--- config.mk ---
export PLATFORM = sky130hd
export DESIGN_NAME = watch_button_ctrl
export DESIGN_NICKNAME = d
export VERILOG_FILES = /design/src/rtl/watch_button_ctrl.sv
export SDC_FILE = /design/constraint.sdc
export NUM_CORES = 1
export LEC_CHECK = 0
export ABC_AREA = 0
export CAP_MARGIN = 10
export CORE_ASPECT_RATIO = 0.75
export CORE_MARGIN = 4
export CORE_UTILIZATION = 55
export DETAILED_ROUTE_END_ITERATION = 8
export GPL_ROUTABILITY_DRIVEN = 0
export HOLD_SLACK_MARGIN = 0.1
export PLACE_DENSITY = 0.72
export SYNTH_ARGS = -nofsm -noshare
export SYNTH_HDL_FRONTEND = slang
export SYNTH_SLANG_ARGS = --single-unit
--- constraint.sdc ---
create_clock -name Clk -period 2.4 [get_ports Clk]
set_input_delay 0.48 -clock Clk [delete_from_list [all_inputs] [get_ports Clk]]
set_output_delay 0.48 -clock Clk [all_outputs]
set_load 0.05 [all_outputs]
--- src/rtl/watch_button_ctrl.sv ---
// Four-channel button conditioner: 2-FF sync, debounce FSM and up/dn conflict blocking.
// Define WATCH_BTN_AUTO_REPEAT_EN to add hold-to-auto-repeat pulses.
module watch_button_ctrl #(
   parameter int unsigned DEBOUNCE_CYCLES = 655,
   parameter int unsigned REPEAT_DELAY    = 16384,
   parameter int unsigned REPEAT_PERIOD   = 3277,
   parameter int unsigned CNT_W           = 15
) (
   input  logic Clk,
   input  logic reset,
   input  logic btn_min_up,
   input  logic btn_min_dn,
   input  logic btn_hr_up,
   input  logic btn_hr_dn,
   output logic min_inc,
   output logic min_dec,
   output logic hour_inc,
   output logic hour_dec,
   output logic setting_active
);

   localparam logic [1:0] ST_IDLE      = 2'd0;
   localparam logic [1:0] ST_DEB_PRESS = 2'd1;
   localparam logic [1:0] ST_HELD      = 2'd2;
   localparam logic [1:0] ST_DEB_REL   = 2'd3;

   localparam logic [CNT_W-1:0] DEB_LAST = CNT_W'(DEBOUNCE_CYCLES - 1);
   localparam logic [CNT_W-1:0] CNT_MAX  = '1;

`ifdef WATCH_BTN_AUTO_REPEAT_EN
   localparam logic [CNT_W-1:0] REP_LAST   = CNT_W'(REPEAT_DELAY - 1);
   // Reloading here makes the next hit land REPEAT_PERIOD cycles later.
   localparam logic [CNT_W-1:0] REP_RELOAD = CNT_W'(REPEAT_DELAY - REPEAT_PERIOD);
`else
   logic unused_repeat_cfg;
   assign unused_repeat_cfg = ^{REPEAT_DELAY, REPEAT_PERIOD};
`endif

   // Channel order: 0 min_up, 1 min_dn, 2 hr_up, 3 hr_dn; the opposing channel is index ^ 1.
   logic [3:0] btn_raw;
   logic [3:0] sync1_q, sync2_q;
   logic [3:0] accept, active, busy, pulse;
   logic       setting_q;

   assign btn_raw = {btn_hr_dn, btn_hr_up, btn_min_dn, btn_min_up};

   always_ff @(posedge Clk) begin
      if (reset) begin
         sync1_q <= '0;
         sync2_q <= '0;
      end else begin
         sync1_q <= btn_raw;
         sync2_q <= sync1_q;
      end
   end

   for (genvar i = 0; i < 4; i++) begin : g_ch
      localparam int unsigned OPP = i ^ 1;

      logic [1:0]       state_q, state_d;
      logic [CNT_W-1:0] cnt_q, cnt_d;
      logic             s;
      logic             accept_c, repeat_c;
      logic             blocked_q, blocked_d;
      logic             pulse_q, pulse_d;

      assign s = sync2_q[i];

      always_comb begin
         state_d  = state_q;
         cnt_d    = (cnt_q == CNT_MAX) ? cnt_q : cnt_q + CNT_W'(1);
         accept_c = 1'b0;
         repeat_c = 1'b0;
         case (state_q)
            ST_IDLE: begin
               cnt_d = '0;
               if (s) state_d = ST_DEB_PRESS;
            end
            ST_DEB_PRESS: begin
               if (!s) begin
                  state_d = ST_IDLE;
                  cnt_d   = '0;
               end else if (cnt_q == DEB_LAST) begin
                  state_d  = ST_HELD;
                  cnt_d    = '0;
                  accept_c = 1'b1;
               end
            end
            ST_HELD: begin
               if (!s) begin
                  state_d = ST_DEB_REL;
                  cnt_d   = '0;
               end
`ifdef WATCH_BTN_AUTO_REPEAT_EN
               else if (cnt_q == REP_LAST) begin
                  repeat_c = 1'b1;
                  cnt_d    = REP_RELOAD;
               end
`endif
            end
            ST_DEB_REL: begin
               if (s) begin
                  state_d = ST_HELD;
                  cnt_d   = '0;
               end else if (cnt_q == DEB_LAST) begin
                  state_d = ST_IDLE;
                  cnt_d   = '0;
               end
            end
         endcase
      end

      assign accept[i] = accept_c;
      assign active[i] = (state_q == ST_HELD) || (state_q == ST_DEB_REL);
      assign busy[i]   = (state_q != ST_IDLE);
      assign pulse[i]  = pulse_q;

      // blocked: the opposing channel was accepted first (or together) and is still active.
      always_comb begin
         if (accept_c) begin
            blocked_d = active[OPP] || accept[OPP];
         end else if (!active[OPP]) begin
            blocked_d = 1'b0;
         end else begin
            blocked_d = blocked_q;
         end
         pulse_d = (accept_c && !active[OPP] && !accept[OPP]) ||
                   (repeat_c && !(blocked_q && active[OPP]));
      end

      always_ff @(posedge Clk) begin
         if (reset) begin
            state_q   <= ST_IDLE;
            cnt_q     <= '0;
            blocked_q <= 1'b0;
            pulse_q   <= 1'b0;
         end else begin
            state_q   <= state_d;
            cnt_q     <= cnt_d;
            blocked_q <= blocked_d;
            pulse_q   <= pulse_d;
         end
      end
   end

   always_ff @(posedge Clk) begin
      if (reset) setting_q <= 1'b0;
      else       setting_q <= |busy;
   end

   assign min_inc        = pulse[0];
   assign min_dec        = pulse[1];
   assign hour_inc       = pulse[2];
   assign hour_dec       = pulse[3];
   assign setting_active = setting_q;

endmodule
==> results of run 1 <==
==> flip-flops by register name, summed over array words and instances, names as in the netlist, named ones only <==
register        cells
g_ch.cnt_q         60
g_ch.state_q        4
hour_dec            1
hour_inc            1
min_dec             1
min_inc             1
setting_active      1
sync1_q             4
sync2_q             4
==> path summary, 6_finish.rpt <==
| kind | endpoint | slack [ns] | cells past startpoint |
|---|---|---|---|
| setup reg to reg | g_ch[3].cnt_q[6] | 0.19 | 6 |
| hold / removal | sync2_q[3] | 0.44 | 1 |
| setup / recovery | g_ch[3].cnt_q[6] | 0.19 | 6 |
| hold reg to reg | sync2_q[3] | 0.44 | 1 |
==> cell usage after synthesis, types with 5 or more instances <==
cell,count
inv_1,8
a211oi_1,12
nor2_1,62
xor2_1,17
nand2_1,30
dfxtp_1,81
nor2b_1,9
nand4_1,19
nand3_1,19
and3_1,7
a31oi_1,8
and4_1,12
xnor2_1,15
nor3_1,27
clkbuf_1,7
o21ai_0,8
a21oi_1,14
or3_1,5
mux2i_1,8
ha_1,8
==> kinds of logic after synthesis <==
group                    Yosys count  synth area share [%]
multiplexers                       8                  2.13
AO/OA/AOI/OAI                     53                  9.28
AND/OR/NAND/NOR                  221                  32.2
flip-flops                        81                  43.1
XOR/XNOR                          32                  7.45
buffers and inverters             22                  3.13
adder cells (fa/ha/maj)            8                  2.66
==> power breakdown <==
group	internal (mW)	switching, mW
Clock	0.538	0.485
Sequential	1.35	0.00732
Combinational	0.0199	0.0172
Total	1.91	0.509
==> cell usage in the layout, fill, tap and decap left out, types with 2 or more instances in the layout <==
cell type         n
a211oi_1         12
nor4bb_1          2
nor2b_1           9
mux2i_1           8
nor4b_1           4
or4_1             3
buf_4             2
nor4_1            3
nand2_1          30
nor4_4            2
a41oi_1           2
inv_1             8
ha_1              8
and3_1            7
and4_1           12
dfxtp_1          81
xnor2_1          15
and2_2            2
nor3b_1           3
clkbuf_8         11
clkdlybuf4s50_1  10
or3_1             5
a21oi_1          14
a31oi_1           8
o21ai_0           8
nor2_1           62
nand3_1          19
nor3_1           27
xor2_1           17
nand4_1          19
==> cell type report <==
class | count | area, sq um
Multi-Input combinational cell | 322 | 2020
Inverter | 8 | 30.0
Clock buffer | 12 | 155
Sequential cell | 81 | 1620
Timing Repair Buffer | 13 | 135
Fill cell | 581 | 2360
Clock inverter | 4 | 51.3
Tap cell | 81 | 101
==> stage by stage <==
step	util (%)	power, mW	setup WS (ns)	hold WS (ns)	cell area (sq um)
floorplan	-	1.41	0.570	0.414	3760
global placement	60.4	1.43	0.321	0.422	3910
detailed placement	60.4	1.43	0.245	0.425	3910
CTS	63.6	2.45	0.186	0.445	4120
global route	63.6	2.51	0.0725	0.465	4120
finish	63.6	2.42	0.195	0.441	4120
==> routing by layer <==
layer	GRT usage, %	vias up	part of all wire, %
met5	0	-	0
met4	4.79	0	0.75
met3	6.29	7	4.4
met2	29.6	50	44
met1	26.7	1413	50
li1	-	1565	-
==> flow_summary_export.csv, run 1 <==
group,metric,value,unit
setup_path,worstPathArrival,2.43,ns
global_route,grtUsageTotal,19.5,%
logic_synthesis,synth_top_area_share,43.1,%
floorplan,ios,11,
sta,period_needed,2.21,ns
layout,nNetsFinal,449,
logic_synthesis,ys_types,52,
setup_path,cp.required,2.62,ns
layout,final_cell_count_no_fill,521,
setup_path,worst-setup-path-type,"register to register",
floorplan,fp.dieH,79.6,um
sta,slew_violations,0,
global_route,antenna_found_initial,0,
worst_hold_path,worstHoldStart,"sync1_q[3]",
sta,setup_viol,0,
sta,worstMarginPinSlew,0.652,ns
power_and_ir_drop,p_leak,1.35,nW
sta,final_hold_viol_count,0,
logic_synthesis,synth.avg_cell_area,8.85,sq um
setup_path,r2r_start,"g_ch[3].cnt_q[0]",
logic_synthesis,synth.largest_area_cell,"dfxtp_1",
clock_network,cts_tree,"done",
drt,drt_iter0_drc,109,
layout,syn2layout_area_growth,9.45,%
logic_synthesis,synth.area.top_cells,"dfxtp_1 (43%), nor2_1 (6.2%), xor2_1 (4.0%)",
setup_path,critical-path-max-stage-delay,0.52,ns
logic_synthesis,synthCells,425,
setup_path,crit_family,"simple AND/OR/NAND/NOR gates",
setup_path,critical_path_buf_inv_count,1,
logic_synthesis,ys_seq_area_share,43.1,%
sta,finClkSkew,0.00811,ns
setup_path,crit_start,"g_ch[3].cnt_q[0]",
drt,drt-vias-per-instance,5.83,
status,outcome,"finished, final reports clean",
sta,setup_tns,0,ns
clock_network,cts.sinks,81,
drt,ant_nets,0,
clock_network,clkTransAtPathRegs,0.08,ns
setup_path,worstPathMaxFanout,15,
logic_synthesis,yosys_most_used_dff,"dfxtp_1",
setup_path,path_cells,"inv_1 > ha_1 > or3b_2 > nor4_4 > or3_1 > nor3_1",
global_route,grt.overflow.total,0,
clock_network,clock_latency,0.35,ns
floorplan,core_area,6470,sq um
drt,firstDrtPassIters,5,
clock_network,cts_resized,0,
setup_path,crit_path_end_kind,"register",
clock_network,cts_setup_buffers,0,
global_route,grt_max_degree,17,
logic_synthesis,synth_edf_count,0,
placement,hpwl,5040,um
power_and_ir_drop,p_per_area,588,nW/um^2
global_route,grt_pass1_vias,2830,
clock_network,cts.path.max_buffers,2,
logic_synthesis,syn-num-nets,439,
setup_path,crit_path_top_delay_cell,"or3_1",
layout,drive_above_1_share,7.05,%
placement,port_buffers,10,
clock_network,clock-root-buffer,"clkbuf_8",
floorplan,die_area,8240,sq um
clock_network,cts_hold_buffers,0,
floorplan,start_util,58.1,%
floorplan,rows,25,
worst_hold_path,hold_class,"register to register",
power_and_ir_drop,peakVddDrop,0.422,mV
sta,maxSlewHeadroom,56.1,%
placement,dp_cells,505,
logic_synthesis,syn_area,3760,sq um
logic_synthesis,yosys_warnings,0,
clock_network,htreeDepth,3,
logic_synthesis,yosys_register_bits,81,
setup_path,cp-start-kind,"register",
logic_synthesis,synth_async_sr_flop_share,0,%
sta,rsz0062_at_grt,"no",
floorplan,die_w,103,um
layout,n_antenna_cell,0,
drt,vias,3035,
sta,period_share,91.9,%
drt,finalWirelength,7160,um
drt,drc_errors,0,
global_route,grt_pass1_wl,12800,um
clock_network,numCtsBuffers,9,
sta,clock.fmax,453,MHz
drt,wire_per_inst,13.7,um
flow_run,maxCapViolations,0,
(Power assumes the default switching activity.)
==> inputs of run 2 (changes only) <==
--- a/config.mk
+++ b/config.mk
@@ -17,3 +17,4 @@
 export SYNTH_ARGS = -nofsm -noshare
 export SYNTH_HDL_FRONTEND = slang
 export SYNTH_SLANG_ARGS = --single-unit
+export TNS_END_PERCENT = 30
==> results of run 2 <==
The final DEF is identical to that of run 1; final timing and power are the same.
==> inputs of run 3 (changes only) <==
--- a/config.mk
+++ b/config.mk
@@ -14,6 +14,7 @@
 export GPL_ROUTABILITY_DRIVEN = 0
 export HOLD_SLACK_MARGIN = 0.1
 export PLACE_DENSITY = 0.72
+export SLEW_MARGIN = 10
 export SYNTH_ARGS = -nofsm -noshare
 export SYNTH_HDL_FRONTEND = slang
 export SYNTH_SLANG_ARGS = --single-unit
==> results of run 3 <==
The final DEF is identical to that of run 1; final timing and power are the same.
